### src/rtl/perceptron_sequencer.sv
// perceptron_sequencer
// Drive side of the perceptron stream interface. Holds one neuron's weights,
// inputs, bias and activation select. On start it streams the (w, x) pairs
// with a 1-based element counter. It then waits for the fixed perceptron
// latency, captures p_data_out into result and pulses done.
//
// Ports
//   clk, rst              rising-edge clock, synchronous active-high reset
//   cfg_we/sel/addr/data  register-file write port (sel 0 = weights, 1 = inputs)
//   bias_in, act_in       bias / activation select, latched on start
//   start                 single-cycle pulse, begins one evaluation
//   busy, done, result    status and captured neuron output
//   p_counter, p_w, p_x,
//   p_b, p_act            stream outputs to the perceptron
//   p_data_out            perceptron output
module perceptron_sequencer #(
  parameter int N_INPUTS       = 5,
  parameter int DATA_W         = 32,
  parameter int ADDR_W         = 3,
  parameter int RESULT_LATENCY = 12
) (
  input  logic              clk,
  input  logic              rst,
  input  logic              cfg_we,
  input  logic              cfg_sel,
  input  logic [ADDR_W-1:0] cfg_addr,
  input  logic [DATA_W-1:0] cfg_data,
  input  logic [DATA_W-1:0] bias_in,
  input  logic              act_in,
  input  logic              start,
  output logic              busy,
  output logic              done,
  output logic [DATA_W-1:0] result,
  output logic [31:0]       p_counter,
  output logic [DATA_W-1:0] p_w,
  output logic [DATA_W-1:0] p_x,
  output logic [DATA_W-1:0] p_b,
  output logic              p_act,
  input  logic [DATA_W-1:0] p_data_out
);

  // Latency counter runs from the start edge; capture happens when it has
  // seen RESULT_LATENCY+N_INPUTS-1 further edges, so it never needs to wrap.
  localparam int LAT_W   = $clog2(RESULT_LATENCY + N_INPUTS + 1);
  localparam int CAP_CNT = RESULT_LATENCY + N_INPUTS - 2;

  typedef enum logic [1:0] {IDLE, STREAM, WAIT, DONE} state_t;

  state_t              state;
  logic [ADDR_W-1:0]   idx;
  logic [LAT_W-1:0]    lat;
  logic [DATA_W-1:0]   wfile [N_INPUTS];
  logic [DATA_W-1:0]   xfile [N_INPUTS];

  logic                addr_ok;
  logic [ADDR_W-1:0]   idx_nxt;

  // Extra bit so the compare still works when 2**ADDR_W == N_INPUTS.
  assign addr_ok = ({1'b0, cfg_addr} < (ADDR_W+1)'(N_INPUTS));
  assign idx_nxt = idx + 1'b1;

  always_ff @(posedge clk) begin
    if (rst) begin
      state     <= IDLE;
      idx       <= '0;
      lat       <= '0;
      busy      <= 1'b0;
      done      <= 1'b0;
      result    <= '0;
      p_counter <= '0;
      p_w       <= '0;
      p_x       <= '0;
      p_b       <= '0;
      p_act     <= 1'b0;
      for (int i = 0; i < N_INPUTS; i++) begin
        wfile[i] <= '0;
        xfile[i] <= '0;
      end
    end else begin
      done <= 1'b0;

      // Writes only land when no evaluation is in flight.
      if (cfg_we && addr_ok && (state == IDLE || state == DONE)) begin
        if (cfg_sel) xfile[cfg_addr] <= cfg_data;
        else         wfile[cfg_addr] <= cfg_data;
      end

      case (state)
        IDLE, DONE: begin
          p_counter <= '0;
          if (start) begin
            state     <= STREAM;
            busy      <= 1'b1;
            idx       <= '0;
            lat       <= '0;
            p_b       <= bias_in;
            p_act     <= act_in;
            p_counter <= 32'd1;
            p_w       <= wfile[0];
            p_x       <= xfile[0];
          end else begin
            state <= IDLE;
          end
        end

        STREAM: begin
          lat <= lat + 1'b1;
          if (32'(idx) == N_INPUTS - 1) begin
            state     <= WAIT;
            p_counter <= '0;
            p_w       <= '0;
            p_x       <= '0;
          end else begin
            idx       <= idx_nxt;
            p_counter <= 32'(idx_nxt) + 32'd1;
            p_w       <= wfile[idx_nxt];
            p_x       <= xfile[idx_nxt];
          end
        end

        WAIT: begin
          lat <= lat + 1'b1;
          if (lat == LAT_W'(CAP_CNT)) begin
            state  <= DONE;
            result <= p_data_out;
            done   <= 1'b1;
            busy   <= 1'b0;
          end
        end

        default: state <= IDLE;
      endcase
    end
  end

endmodule

### config.mk
export PLATFORM = sky130hd
export DESIGN_NAME = perceptron_sequencer
export DESIGN_NICKNAME = d
export VERILOG_FILES = /design/src/rtl/perceptron_sequencer.sv
export SDC_FILE = /design/constraint.sdc
export NUM_CORES = 1
export LEC_CHECK = 0
export ABC_AREA = 1
export BUFFER_PORTS_ARGS = -buffer_cell sky130_fd_sc_hd__clkbuf_2
export CAP_MARGIN = 40
export CELL_PAD_IN_SITES_DETAIL_PLACEMENT = 1
export CELL_PAD_IN_SITES_GLOBAL_PLACEMENT = 2
export CORE_MARGIN = 4
export CORE_UTILIZATION = 37
export CTS_CLUSTER_SIZE = 16
export DETAILED_ROUTE_END_ITERATION = 8
export PLACE_DENSITY = 0.86
export SLEW_MARGIN = 30
export SYNTH_ARGS = -nofsm -noshare
export SYNTH_HDL_FRONTEND = slang
export SYNTH_SLANG_ARGS = --single-unit
### constraint.sdc
create_clock -name clk -period 3.64 [get_ports clk]
set_input_delay 0.364 -clock clk [delete_from_list [all_inputs] [get_ports clk]]
set_output_delay 0.364 -clock clk [all_outputs]
set_load 0.05 [all_outputs]
==> results of run 1 <==
==> metrics by stage <==
stage                     cells  instance area (um^2)
after floorplan            3362                 29600
after global placement     4463                 31600
after detailed placement   4465                 31700
after CTS                  4641                 34500
after global routing       4644                 34600
final                      4648                 34600
==> logic make-up (layout without fill, tap and decap cells) <==
kind of cell | Yosys count | after routing | synth area share [%]
and+or+nand+nor | 1538 | 1538 | 21.9
DFF | 657 | 657 | 63.5
buffers and inverters | 653 | 904 | 9.17
AOI/OAI and AO/OA | 283 | 283 | 4.95
adders and majority gates | 8 | 8 | 0.348
xor gates and xnor gates | 3 | 3 | 0.0914
other | 1 | 225 | 0.0130
==> routing by layer <==
layer	GRT usage [%]	vias up	part of all wire, %
li1	-	10700	-
met1	26.1	11100	43
met2	35.6	415	50
met3	3.39	108	4.8
met4	5.72	2	2.3
met5	0	-	0.015
==> power by group <==
group	internal (mW)	total (mW)	leakage, nW	switching (mW)
clock	4.50	7.53	1.21	3.03
sequential	8.93	9.43	6.38	0.501
combinational	1.65	7.03	7.76	5.38
==> state kept, by name (all words and copies together) (netlist names), 4 cells and up <==
signal	flops
p_counter	4
p_w	32
lat	5
wfile	256
xfile	256
p_b	32
result	32
p_x	32
==> worst max-delay path by stage <==
stage	startpoint	endpoint	cells after the start
2_1_floorplan	state[0]	wfile[0][0]	7
3_3_place_gp	state[0]	wfile[2][30]	8
3_5_place_dp	state[0]	wfile[2][28]	8
4_1_cts	state[0]	wfile[2][26]	8
5_1_grt	state[0]	wfile[2][26]	8
6_report	state[0]	xfile[4][3]	7
==> worst reg2reg max path: cells and delay by family, from the launching register on <==
family,cells,cell delay [ns]
adders and majority gates,1,0.44
buffers and inverters,2,0.64
and+or+nand+nor,3,0.56
AOI/OAI and AO/OA,1,0.38
DFF,1,0.33
==> layout make-up <==
class	count	area, um^2
Fill cell	8896	41900
Tap cell	1030	1290
Clock inverter	26	240
Sequential cell	657	18300
Multi-Input combinational cell	2052	8750
Antenna cell	5	12.5
Clock buffer	111	2210
Inverter	438	1660
Timing Repair Buffer	329	2120
==> placed cells by master (no fill, tap or decap), types with 2 or more instances in the layout <==
cell type        n
nand2_1        666
edfxtp_1       512
nor2_1         458
inv_1          398
nand3_1        386
clkbuf_2       239
conb_1         220
dfxtp_1        144
a21oi_1        143
o21ai_0        128
clkbuf_16       81
buf_4           40
dlygate4sd3_1   39
clkinv_1        36
clkbuf_1        22
clkinv_2        14
nand4_1         12
nand2_2         10
buf_12           9
o21ai_1          8
ha_1             7
clkbuf_8         7
diode_2          5
nor3_1           4
inv_2            4
bufinv_16        4
inv_4            3
or2_2            2
clkinvlp_4       2
buf_16           2
==> what timing repair did <==
| item | in CTS | in global routing |
|---|---|---|
| setup buffers | 0 | 0 |
| hold buffers | 39 | 0 |
| gates resized for setup | 0 | 0 |
| hold endpoints to repair | 41 | 0 |
==> impl_results.md, run 1 <==
* Max-slew violations at 0
* Main synth FF type: edfxtp_1
* Asr flop ratio synth at 0%
* Synth Instances at 3143
* Hold_sp: bias_in[4]
* HP Class: in2reg
* First-pass GRT wire length at 131000 um
* Reg2reg end: xfile[4][3]
* CP top delay family: buffers and inverters
* Vias per cell at 4.81
* Overall Power at ~24 mW
* Largest net degree at the start of global routing at 132
* Lkg Pwr at 15.3 nW
* Final net count at 3665
* Final worst path period need at ~2.7 ns
* Syn Std Cell Area at 28800 um^2
* RSZ-0062 raised after global routing: false
* Critical path class: reg2reg
* Synth top area share at a little over half
* Yosys warns at 0
* Clk_lat worst skew at 0.61 ns
* Max-cap violations at 0
* Status: finished, final reports clean
* Fmax at 0.364 GHz
* Hold slack at about 0.026 ns
* Avg Cell Area, Syn at 9.15 um^2
* Clock Skew at ~0.021 ns
* Sequential element share of the synthesized area at 63.5%
* Placer Congestion at 0.768
* Type of origin of the critical path: flip-flop
* Pre-CTS setup slack at 0.864 ns
* Worst path bufs/invs at 2
* Gr usage total at ~20%
* Final Util at 45.2%
* Die footprint at ~82000 um^2
* Post-synth cell types at 25
* Slowest stage cell, crit path: buf_4
* Largest cells by area after synthesis: edfxtp_1 (53%), dfxtp_1 (10%), nand2_1 (8.8%), nand3_1 (6.7%), nor2_1 (6.0%)
* Hold Path Cell Cnt at 3
* Chip width at 287 um
* Data arrival, critical path at 2.97 ns
* Core Area at 76500 um^2
* Hold Violations, Final at 0
* Num rows at 101
* Total congestion overflow at 0
* Root Buffer: clkbuf_16
* Number of I/O pins at ~270
* Crit. End Element: flip-flop
* FF+latch count, synth at 657
* Setup violators final at 0
* Post-synth EDFFs at 512
* Ordered list of cells on the worst path: inv_1, ha_1, nand3_1, a21oi_2, nand4_1, nand2_2, buf_4
* Crit-path max cell delay at 0.56 ns
* WL final at 84200 um
* Total CTS buffers at 74
* Reg2Reg Setup Slack at 0.89 ns
* H-Tree Level Count at 3
* Clock transition time at the flip-flop clock pins of the worst setup and hold paths at ~0.060 ns
* WP data required at 3.86 ns
* Starting Density at between 30% and 40%
* PortBufs at 239
* WHS Endpoint: p_b[4]
* Initial antenna violation count at 6
* Routed Antenna Nets at 0
* Layout overhead on the synthesized area at 20.2%
* Headroom to the max-slew limit at 47.2%
* Number of global-route vias before repair at 23000
* Number of DRC markers in iteration 0 at 1187
* Layout cells sized above 1 at 11.8%
* Reg2Reg Depth at 7
* Crit path max fanout at 32
* Biggest area consumer among synthesized cells: edfxtp_1
* Most used standard cell by instance count after synthesis: nand2_1
* Setup TNS at 0 ns
* Via count at 22400
* Final worst slack at 0.894 ns
* Worst reg2reg startpoint: state[0]
* Sink Count at 657
* Worst vdd ir at 0.502 mV
* Post-route clock period utilization at 75.5%
* CTS tree: done
* Drc violations at 0
* Most instantiated cells after synthesis: nand2_1 (676), edfxtp_1 (512), nor2_1 (458), inv_1 (402), nand3_1 (386)
* Routed wire length per instance at 18.1 um
* Slew @ Worst Pin at 0.792 ns
* PD cells at 694 nW/um^2
* HPWL Detailed at 50900 um
* Die H at 287 um
* Drt first pass iters at 5
* Clk buf depth at 3
(Power assumes the default switching activity.)
==> run 2: changes to the inputs <==
==> constraint.sdc (replaced) <==
create_clock -name clk -period 2.8 [get_ports clk]
set_input_delay 0.28 -clock clk [delete_from_list [all_inputs] [get_ports clk]]
set_output_delay 0.28 -clock clk [all_outputs]
set_load 0.05 [all_outputs]
==> impl_results.md, run 2 (synthesized netlist as in run 1, its figures left out) <==
* Vias per cell at 4.88 (+1.6%)
* PortBufs at 239 (unchanged)
* Crit. End Element: flip-flop
* Slowest stage cell, crit path: buf_4
* Placer Congestion at 0.752 (-2.1%)
* Fmax at 0.409 GHz (+12%)
* WP data required at 3.04 ns (-0.82 ns)
* Setup TNS at 0 ns (unchanged)
* Ordered list of cells on the worst path: inv_1, ha_1, nand3_1, a21oi_2, nand4_1, nand2_2, buf_4
* DP Area at 31800 um^2 (+0.52%)
* Total congestion overflow at 0 (unchanged)
* Status: finished, final reports clean
* Critical path class: reg2reg
* Crit path max fanout at 32 (unchanged)
* Die footprint at 82300 um^2 (unchanged)
* Hold_sp: rst
* WHS Endpoint: lat[1]
* Data arrival, critical path at 2.68 ns (-0.29 ns)
* Num rows at 101 (unchanged)
* Gr usage total at 21.6% (+1.2 points)
* First-pass GRT wire length at 138000 um (+5.3%)
* Worst path bufs/invs at 2 (unchanged)
* Root Buffer: clkbuf_16
* Initial antenna violation count at 9 (+3)
* Biggest regs: wfile: 256 flops, xfile: 256 flops
* RSZ-0062 raised after global routing: false
* Clock transition time at the flip-flop clock pins of the worst setup and hold paths at 0.06 ns (about the same)
* Setup Buffers After CTS at 0 (unchanged)
* Setup violators final at 0 (unchanged)
* Post-route clock period utilization at 87.2% (+12 points)
* HP Class: in2reg
* Reg2reg end: wfile[3][15]
* Drt first pass iters at 5 (unchanged)
* Routed Antenna Nets at 0 (unchanged)
* Number of I/O pins at 268 (unchanged)
* Type of origin of the critical path: flip-flop
* Clk_lat worst skew at 0.62 ns (about the same)
* Lkg Pwr at 15.6 nW (+1.7%)
* Fin area at 35200 um^2 (+1.9%)
* Clk buf depth at 3 (unchanged)
* CTS tree: done
* Number of global-route vias before repair at 23800 (+3.5%)
* Crit-path max cell delay at 0.50 ns (-0.06 ns)
* H-Tree Level Count at 3 (unchanged)
* Core Area at 76500 um^2 (unchanged)
* Starting Density at 37.6% (unchanged)
* Layout overhead on the synthesized area at 22.5%
* Final worst path period need at 2.44 ns (-0.304 ns)
* Final net count at 3727 (+1.7%)
* Routed wire length per instance at 19.2 um (+5.7%)
* Worst vdd ir at 0.773 mV (+54%)
* Number of DRC markers in iteration 0 at 1263 (+6.4%)
* Worst reg2reg startpoint: state[0]
* Slew @ Worst Pin at 0.908 ns (+0.117 ns)
* Clock Skew at 0.0188 ns (-0.00205 ns)
* Area of the multi-input gates at 8750 um^2 (unchanged)
* Largest net degree at the start of global routing at 153 (+16%)
* Chip width at 287 um (unchanged)
* Headroom to the max-slew limit at 39.4% (-7.8 points)
* Reg area at 18300 um^2 (unchanged)
* Fill count at 8931 (+0.39%)
* Via count at 23000 (+3.0%)
* Max-cap violations at 0 (unchanged)
* Drc violations at 0 (unchanged)
* Layout cells sized above 1 at 11.4% (-0.45 points)
* Most common cell after layout, fill and taps aside: nand2_1
* Commonest cells after routing, fill and taps aside: nand2_1 (666), edfxtp_1 (512), nor2_1 (458)
* Reg2Reg Depth at 7 (unchanged)
* CP top delay family: buffers and inverters
* Total CTS buffers at 76 (+2.7%)
* Reg2Reg Setup Slack at 0.36 ns (-0.54 ns)
* Max-slew violations at 0 (unchanged)
* Die H at 287 um (unchanged)
* HPWL Detailed at 50500 um (-0.71%)
* WL final at 90300 um (+7.1%)
* Hold Path Cell Cnt at 2 (-1)
* PD cells at 890 nW/um^2 (+28%)
* Sink Count at 657 (unchanged)
* Hold Violations, Final at 0 (unchanged)
-- run 2: repair_timing --
item                      in CTS  in global routing
hold buffers                  97                  0
hold endpoints to repair     254                  0
resized for setup              0                  0
-- run 2: stage by stage --
stage | instances | util, % | hold WS (ns) | worst slack [ns] | power, mW
6_report | 4712 | 46.1 | 0.0528 | 0.358 | 31.4
5_1_grt | 4709 | 46.1 | 0.0563 | 0.241 | 32.9
4_1_cts | 4707 | 46.1 | 0.00345 | 0.360 | 31.7
3_5_place_dp | 4469 | 41.6 | 0.458 | 0.368 | 21.7
3_3_place_gp | 4468 | 41.6 | 0.450 | 0.378 | 21.5
2_1_floorplan | 3362 | - | 0.379 | 0.167 | 18.6
-- run 2: metal layers --
layer | up-vias | GRT usage [%] | part of all wire (%)
met5 | - | 0 | 0.034
met4 | 4 | 5.76 | 2.1
met3 | 146 | 3.81 | 4.9
met2 | 453 | 38.8 | 51
met1 | 11600 | 26.8 | 42
li1 | 10800 | - | -
-- run 2: worst reg2reg max path, cell delays in order, from the launching register on --
cell and delay [ns]:
dfxtp_1 0.33, inv_1 0.08, ha_1 0.31, nand3_1 0.16, a21oi_2 0.36, nand4_1 0.21
nand2_2 0.10, buf_4 0.50
-- run 2: worst max path at each step --
stage,from,end,cells after the start
final,state[0],wfile[3][15],7
after global routing,state[0],wfile[3][15],7
after CTS,state[0],wfile[3][15],7
after detailed placement,state[0],wfile[3][11],7
after global placement,state[0],wfile[3][6],7
after floorplan,state[0],wfile[0][0],7
-- run 2: report_power, final --
part / internal, mW / switching [mW]
Sequential: 11.6 / 0.646
Clock: 5.74 / 3.99
Combinational: 2.24 / 7.13
-- run 2: final cells by class --
class,instances,area share (%)
well taps,1030,3.66
inverters,438,4.70
clock inverters,27,0.792
flip-flops and latches,657,51.9
diodes,5,0.0355
repair buffers,389,8.03
clock buffers,114,6.06
multi-input cells,2052,24.8
==> run 3: changes to the inputs <==
--- a/config.mk
+++ b/config.mk
@@ -6,7 +6,7 @@
 export NUM_CORES = 1
 export LEC_CHECK = 0
 export ABC_AREA = 1
-export BUFFER_PORTS_ARGS = -buffer_cell sky130_fd_sc_hd__clkbuf_2
+export BUFFER_PORTS_ARGS = -buffer_cell sky130_fd_sc_hd__buf_2
 export CAP_MARGIN = 40
 export CELL_PAD_IN_SITES_DETAIL_PLACEMENT = 1
 export CELL_PAD_IN_SITES_GLOBAL_PLACEMENT = 2
==> impl_results.md, run 3 (synthesized netlist as in run 1, its figures left out) <==
* Total CTS buffers at 76 (unchanged)
* Pre-CTS setup slack at 0.236 ns (-0.131 ns)
* CTS tree: done
* Number of DRC markers in iteration 0 at 1375 (+8.9%)
* Clk buf depth at 3 (unchanged)
* Final worst slack at 0.263 ns (-0.0945 ns)
* Die footprint at 82300 um^2 (unchanged)
* Slew @ Worst Pin at 0.775 ns (-0.133 ns)
* Worst vdd ir at 0.635 mV (-18%)
* Via count at 22800 (-0.79%)
* Vias per cell at 4.84 (-1.0%)
* First-pass GRT wire length at 138000 um (-0.14%)
* HP Class: in2reg
* HPWL Detailed at 54600 um (+8.0%)
* Placer Congestion at 0.788 (+4.7%)
* Crit. End Element: flip-flop
* Max-cap violations at 0 (unchanged)
* Status: finished, final reports clean
* Core Area at 76500 um^2 (unchanged)
* Most common cell after layout, fill and taps aside: nand2_1
* WL final at 88800 um (-1.6%)
* Chip width at 287 um (unchanged)
* Hold Violations, Final at 0 (unchanged)
* CTS resizes at 0 (unchanged)
* Routing usage on met1 at 26.7% (-0.030 points)
* H-Tree Level Count at 3 (unchanged)
* Drt first pass iters at 5 (unchanged)
* Routed wire length per instance at 18.8 um (-1.8%)
* Reg2Reg Setup Slack at 0.26 ns (-0.09 ns)
* Routed Antenna Nets at 0 (unchanged)
* Final net count at 3738 (+0.30%)
* Commonest cells after routing, fill and taps aside: nand2_1 (666), edfxtp_1 (512), nor2_1 (458)
* Die H at 287 um (unchanged)
* Max-slew violations at 0 (unchanged)
* GR met3 Demand/Resource at 3.43% (-0.38 points)
* Fmax at 0.394 GHz (-3.7%)
* Met2 Use GR at 38.1% (-0.72 points)
* Largest net degree at the start of global routing at 147 (-3.9%)
* Root Buffer: clkbuf_16
* Number of I/O pins at 268 (unchanged)
* Initial antenna violation count at 5 (-4)
* Clock Skew at 0.0276 ns (+0.00875 ns)
* GRT busiest layer: met2
* Type of origin of the critical path: flip-flop
* Starting Density at 37.6% (unchanged)
* Headroom to the max-slew limit at 48.3% (+8.9 points)
* Setup TNS at 0 ns (unchanged)
* Number of global-route vias before repair at 24100 (+1.3%)
* Post-route clock period utilization at 90.6% (+3.4 points)
* RSZ-0062 raised after global routing: false
* Lkg Pwr at 15.8 nW (+1.1%)
* Num rows at 101 (unchanged)
* Layout overhead on the synthesized area at 23.2%
* Biggest regs: wfile: 256 flops, xfile: 256 flops
* Critical path class: reg2reg
* Gr usage total at 21.5% (-0.065 points)
* Data arrival, critical path at 2.84 ns (+0.16 ns)
* WP data required at 3.10 ns (+0.06 ns)
* Total congestion overflow at 0 (unchanged)
* Setup violators final at 0 (unchanged)
* Drc violations at 0 (unchanged)
* Layout cells sized above 1 at 12.1% (+0.70 points)
* Crit path max fanout at 25 (-22%)
* Clk_lat worst skew at 0.63 ns (about the same)
* Sink Count at 657 (unchanged)
* Clock transition time at the flip-flop clock pins of the worst setup and hold paths at 0.06 ns (about the same)
* PortBufs at 239 (unchanged)
* PD cells at 892 nW/um^2 (+0.28%)
* Final worst path period need at 2.54 ns (+0.0945 ns)
-- run 3: cell count changes in the layout (fill, tap and decap cells not counted), moves of 3 or more --
cell / before / now
buf_2: 0 / 239
clkbuf_2: 239 / 0
clkbuf_1: 29 / 17
buf_4: 32 / 43
clkbuf_8: 9 / 14
clkinv_2: 5 / 9
clkinvlp_4: 0 / 4
clkbuf_16: 76 / 79
-- run 3: final timing paths --
kind                startpoint      endpoint  cells after the start
hold reg to reg   p_counter[3]  p_counter[3]                      2
hold / removal             rst        lat[4]                      2
setup / recovery      state[0]  xfile[4][17]                      8
setup reg to reg      state[0]  xfile[4][17]                      8
-- run 3: worst max-delay path, cell delays in order (launching register included) --
cell and delay (ns):
dfxtp_1 0.33, inv_1 0.07, ha_1 0.44, nand3_1 0.24
a21oi_2 0.37, nand4_1 0.17, buf_4 0.24, nand2_2 0.10
buf_12 0.24
-- run 3: area by class of cell --
class	count	area [um^2]
timing repair buffer	400	2940
inverter	438	1660
antenna	5	12.5
clock buffer	110	2230
sequential	657	18300
multi-input combinational	2052	8750
clock inverter	31	285
tap	1030	1290
fill	8895	41000
-- run 3: per-stage QoR --
stage	cells	power [mW]	utilization, %	hold WS [ns]	area (um^2)
6_report	4723	31.6	46.4	0.0278	35400
5_1_grt	4719	33.3	46.3	0.0404	35400
4_1_cts	4718	32.0	46.3	0.00172	35400
3_5_place_dp	4482	21.8	41.8	0.450	32000
3_3_place_gp	4481	21.6	41.8	0.447	31900
2_1_floorplan	3362	18.6	-	0.379	29600
-- run 3: where the power goes --
group | internal (mW) | switching, mW | total [mW]
clock network | 5.93 | 4.08 | 10.0
logic | 2.30 | 7.09 | 9.39
registers | 11.6 | 0.626 | 12.2
-- run 3: timing repair --
| item | 4_1_cts | 5_1_grt |
|---|---|---|
| hold endpoints to repair | 255 | 0 |
| setup buffers | 0 | 0 |
| hold buffers | 95 | 0 |
| setup endpoints to repair | 0 | 0 |
-- run 3: layer usage --
metal,vias to the layer above,share of wire [%]
met1,11300,42
met2,465,50
met3,149,4.3
met4,2,3.1
li1,10900,-
met5,-,0.015
